===== config.mk =====
export PLATFORM = sky130hd
export DESIGN_NAME = sargantana_icache_refill_unit
export DESIGN_NICKNAME = d
export VERILOG_FILES = /design/src/rtl/sargantana_icache_refill_unit.sv
export SDC_FILE = /design/constraint.sdc
export NUM_CORES = 1
export LEC_CHECK = 0
export ABC_CLOCK_PERIOD_IN_PS = 17000
export BUFFER_PORTS_ARGS = -buffer_cell sky130_fd_sc_hd__buf_2
export CAP_MARGIN = 30
export CORE_AREA = 2 2 287 289
export DETAILED_ROUTE_END_ITERATION = 8
export DIE_AREA = 0 0 289 291
export SETUP_SLACK_MARGIN = 0.3
export SLEW_MARGIN = 20
export SYNTH_ARGS = -nofsm -noshare
export SYNTH_HDL_FRONTEND = slang
export SYNTH_SLANG_ARGS = --single-unit

===== constraint.sdc =====
create_clock -name clk_i -period 17 [get_ports clk_i]
set_input_delay 1.7 -clock clk_i [delete_from_list [all_inputs] [get_ports clk_i]]
set_output_delay 1.7 -clock clk_i [all_outputs]
set_load 0.05 [all_outputs]

===== src/rtl/sargantana_icache_refill_unit.sv =====
// I-cache refill engine: takes one miss, issues one ifill request, gathers N_BEATS
// response beats into a line and presents it for a single cycle for the array write.
module sargantana_icache_refill_unit #(
  parameter int LINE_WIDTH = 512,
  parameter int BEAT_WIDTH = 128,
  parameter int PADDR_SIZE = 26,
  parameter int N_WAY      = 4,
  localparam int N_BEATS    = LINE_WIDTH / BEAT_WIDTH,
  localparam int WAY_W      = (N_WAY > 1) ? $clog2(N_WAY) : 1,
  localparam int BEAT_IDX_W = (N_BEATS > 1) ? $clog2(N_BEATS) : 1
) (
  input  logic                  clk_i,
  input  logic                  rst_i,
  input  logic                  miss_valid_i,
  output logic                  miss_ready_o,
  input  logic [PADDR_SIZE-1:0] miss_paddr_i,
  input  logic [WAY_W-1:0]      miss_way_i,
  input  logic                  kill_i,
  output logic                  ifill_req_valid_o,
  output logic [PADDR_SIZE-1:0] ifill_req_paddr_o,
  output logic [WAY_W-1:0]      ifill_req_way_o,
  input  logic                  ifill_ack_i,
  input  logic                  ifill_resp_valid_i,
  input  logic [BEAT_IDX_W-1:0] ifill_resp_beat_i,
  input  logic [BEAT_WIDTH-1:0] ifill_resp_data_i,
  output logic                  fill_valid_o,
  output logic [LINE_WIDTH-1:0] fill_line_o,
  output logic [WAY_W-1:0]      fill_way_o,
  output logic [PADDR_SIZE-1:0] fill_paddr_o,
  output logic                  busy_o,
  output logic                  err_o
);

  // The counter is one bit wider than a beat index so it can reach N_BEATS without wrapping.
  localparam int CNT_W = BEAT_IDX_W + 1;
  localparam logic [CNT_W-1:0] LAST_CNT = CNT_W'(N_BEATS - 1);

  typedef enum logic [2:0] {S_IDLE, S_REQ, S_WAIT, S_DONE, S_DRAIN} state_t;

  state_t                state_q, state_d;
  logic [CNT_W-1:0]      cnt_q, cnt_d;
  logic [LINE_WIDTH-1:0] line_q, line_d;
  logic [PADDR_SIZE-1:0] paddr_q, paddr_d;
  logic [WAY_W-1:0]      way_q, way_d;
  logic                  err_q, err_d;
  logic [CNT_W-1:0]      beat_ext;

  assign beat_ext = {1'b0, ifill_resp_beat_i};

  always_ff @(posedge clk_i or posedge rst_i) begin
    if (rst_i) begin
      state_q <= S_IDLE;
      cnt_q   <= '0;
      line_q  <= '0;
      paddr_q <= '0;
      way_q   <= '0;
      err_q   <= 1'b0;
    end else begin
      state_q <= state_d;
      cnt_q   <= cnt_d;
      line_q  <= line_d;
      paddr_q <= paddr_d;
      way_q   <= way_d;
      err_q   <= err_d;
    end
  end

  always_comb begin
    state_d = state_q;
    cnt_d   = cnt_q;
    line_d  = line_q;
    paddr_d = paddr_q;
    way_d   = way_q;
    err_d   = 1'b0;
    case (state_q)
      S_IDLE: begin
        err_d = ifill_resp_valid_i;
        if (miss_valid_i && !kill_i) begin
          paddr_d = miss_paddr_i;
          way_d   = miss_way_i;
          cnt_d   = '0;
          line_d  = '0;
          state_d = S_REQ;
        end
      end
      S_REQ: begin
        err_d = ifill_resp_valid_i;
        if (kill_i) begin
          // Once acked, the L2 will send beats regardless, so they must be drained.
          state_d = ifill_ack_i ? S_DRAIN : S_IDLE;
        end else if (ifill_ack_i) begin
          state_d = S_WAIT;
        end
      end
      S_WAIT: begin
        if (ifill_resp_valid_i) begin
          err_d = (beat_ext != cnt_q);
          cnt_d = cnt_q + 1'b1;
        end
        if (kill_i) begin
          if (ifill_resp_valid_i && cnt_q == LAST_CNT) state_d = S_IDLE;
          else                                         state_d = S_DRAIN;
        end else if (ifill_resp_valid_i) begin
          for (int k = 0; k < N_BEATS; k++) begin
            if (ifill_resp_beat_i == BEAT_IDX_W'(k))
              line_d[k*BEAT_WIDTH +: BEAT_WIDTH] = ifill_resp_data_i;
          end
          if (cnt_q == LAST_CNT) state_d = S_DONE;
        end
      end
      S_DONE: begin
        err_d   = ifill_resp_valid_i;
        state_d = S_IDLE;
      end
      S_DRAIN: begin
        if (ifill_resp_valid_i) begin
          cnt_d = cnt_q + 1'b1;
          if (cnt_q == LAST_CNT) state_d = S_IDLE;
        end
      end
      default: state_d = S_IDLE;
    endcase
  end

  assign miss_ready_o      = (state_q == S_IDLE);
  assign busy_o            = (state_q != S_IDLE);
  assign ifill_req_valid_o = (state_q == S_REQ);
  assign ifill_req_paddr_o = paddr_q;
  assign ifill_req_way_o   = way_q;
  assign fill_valid_o      = (state_q == S_DONE);
  assign fill_line_o       = line_q;
  assign fill_way_o        = way_q;
  assign fill_paddr_o      = paddr_q;
  assign err_o             = err_q;

endmodule

==> out/qor.txt <==
status = completed
non-filler cells, final = 3202
Max stage delay on crit path = 0.68 ns
Leak Pwr = 0.0158 µW
syn_nets = 1535
drt pass-1 iters = 5
Worst Path Max Fanout = 61
post-CTS setup buffers = 0
CTS sink cnt = 547
Via density = 4.35
Max Clock Skew = 0.0131 ns
initial antenna violation count = 6
worst path cell trace = buf_2 > clkinvlp_4 > buf_4 > buf_4 > buf_16 > buf_4 > buf_4 > buf_16
Setup WS post-layout = 12.65 ns
Gates resized, CTS repair = 0
Slew Limit Fails = 0
hpwl dp = 44.0 mm
Post-synth EDFFs = 0
Iter 0 DRT Violations = 462
crit path DAT = 5.10 ns
post-route worst hold slack = 0.481 ns
Crit. End Element = asynchronous set/reset pin
Hold WC Path Type = reg2reg
Crit Path Category = in2async
Routed Antenna Nets = 0
gp weighted congestion = 0.807
Synth cell types = 33
Port Buf Inserts = 736
sequential area share after synthesis = 63.2%
Crit-path slowest cell = buf_4
register bit count reported by yosys = 547
worst-margin pin slew = 0.956 ns
period utilization = 25.6%
grt ovf = 0
die area = 84100 µm²
first-pass GRT wire length = 93.2 mm
vias in the first global route = 15100
root buffer cell = clkbuf_16
DRC viols = 0
crit-path leading delay family = buffers and inverters
H-Tree Depth = 2
synthesis-to-finish area growth = 30.4%
Avg Cell Area, Syn = 15.8 µm²
Gate Count Post-Synth = 1369
WP buf/inv = 8
RSZ-0062 raised after global routing = no
largest net degree at the start of global routing = 115
core area = 81200 µm²
Max-slew headroom = 36.2%
maximum VDD drop = 156 µV
crit path launch type = input pin
share of cells above drive strength 1 = 63.6%
synthesized area = 21600 µm²
Std-Cell Rows = 105
drt wl/cell = 19.4 µm
pre-CTS setup slack = 11.30 ns
Setup violations, final = 0
fmax = 230 MHz
min Tclk post-route = 4.35 ns
placed cell count = 3094
Num CTS Buffers = 58
Pwr Density = 145 nW/µm²
DIE WIDTH = 289 µm
I/O pin cnt = 737
TritonCTS clock tree = done
Tot Pwr = 4100 µW
CTS hold repair buffers = 0
Die Y = 291 µm
Top FF cell, synth = dfrtp_1
Vias = 13900
Post-layout nets = 2252
drt total wl = 62.3 mm
Clock Latency Late Sink = 0.59 ns
all-layer global routing usage = 14.2%
final setup TNS = 0 ns
CP dominant cell by count = buf_4
max-cap violations = 0
CTS max path bufs = 3
Worst-path clk slew = 0.06 ns
Critical Path RT = 17.75 ns
Starting Density = 26.7%
synth warn = 0
Post-synth ARST share = 100%
Final Hold Viols = 0
cell type report:
type | count | area (µm²)
clock inverters | 14 | 199
repair buffers | 761 | 3950
flip-flops and latches | 547 | 13700
multi-input cells | 715 | 7290
fillers | 7976 | 53000
well taps | 1070 | 1340
inverters | 3 | 15.0
diodes | 5 | 12.5
clock buffers | 87 | 1740
final timing paths:
path	startpoint	to	slack (ns)	depth (start not counted)
min in group asynchronous	rst_i	fill_line_o[275]	1.17	2
worst max-delay path	rst_i	fill_line_o[61]	12.65	8
worst max register to register	state_q[1]	fill_line_o[294]	13.63	6
worst min-delay path	fill_line_o[425]	fill_line_o[425]	0.48	1
max in group clk_i	kill_i	fill_line_o[294]	13.19	6
worst min register to register	fill_line_o[425]	fill_line_o[425]	0.48	1
cells in the final DEF, fill, tap and decap left out, types with 2 or more instances in the layout:
| master | instances |
|---|---|
| buf_2 | 736 |
| dfrtp_1 | 547 |
| mux2_2 | 494 |
| and2_1 | 128 |
| clkbuf_16 | 59 |
| mux2_1 | 49 |
| buf_4 | 20 |
| clkbuf_8 | 16 |
| clkbuf_1 | 12 |
| clkinv_2 | 8 |
| diode_2 | 5 |
| nand2b_1 | 5 |
| bufinv_16 | 5 |
| a211oi_4 | 4 |
| nor3_1 | 3 |
| nor3b_1 | 3 |
| a21oi_1 | 3 |
| buf_16 | 3 |
| nand2_1 | 2 |
| nor2_1 | 2 |
| nand3_1 | 2 |
| mux2i_1 | 2 |
| xnor2_1 | 2 |
| inv_1 | 2 |
| ha_1 | 2 |
cells by family after synthesis:
logic type               Yosys count  synth area share [%]
AND/OR/NAND/NOR                  155                  4.53
flip-flops                       547                  63.2
adder cells (fa/ha/maj)            2                 0.116
multiplexers                     545                  28.3
buffers and inverters            107                  3.24
AO/OA/AOI/OAI                     10                 0.422
XOR/XNOR                           3                 0.121
worst reg2reg max path, stage by stage, from the launching register on:
cell and delay (ns):
dfrtp_1 0.57, nor3b_4 0.26, buf_4 0.33, a211oi_4 0.27, buf_4 0.54, buf_4 0.73, mux2_2 0.55
layer usage:
| layer | vias up | track usage, % | routed length, µm |
|---|---|---|---|
| li1 | 6160 | - | - |
| met1 | 7148 | 16.2 | 23900 |
| met2 | 481 | 25.1 | 31500 |
| met3 | 124 | 3.59 | 4460 |
| met4 | 0 | 5.85 | 2370 |
| met5 | - | 0 | 0 |
sequential cells by signal, indices dropped and copies added, names as in the netlist:
register / cells
err_o: 1
state_q: 3
fill_paddr_o: 26
cnt_q: 3
fill_line_o: 512
fill_way_o: 2
synth_stat cells, drive strengths merged (3+ instances only):
cell type  number  area [µm²]
dfrtp         547       13700
mux2          543        6110
and2          128         801
buf            88         631
clkbuf         16        60.1
nand2b          5        31.3
a211oi          4        50.1
nor3b           4        35.0
a21oi           3        15.0
inv             3        11.3
nor3            3        15.0
power by group:
| part | switching, µW | leakage (µW) | total, µW | internal [µW] |
|---|---|---|---|---|
| Clock | 511 | 0.000963 | 1290 | 775 |
| Combinational | 954 | 0.00728 | 1280 | 324 |
| Sequential | 91.2 | 0.00755 | 1540 | 1450 |
through the flow:
stage          area [µm²]  utilization, %
3_5_place_dp        26200            32.3
5_1_grt             28200            34.8
3_3_place_gp        26200            32.3
6_report            28200            34.8
4_1_cts             28200            34.7
2_1_floorplan       21700               -
(Power assumes the default switching activity.)
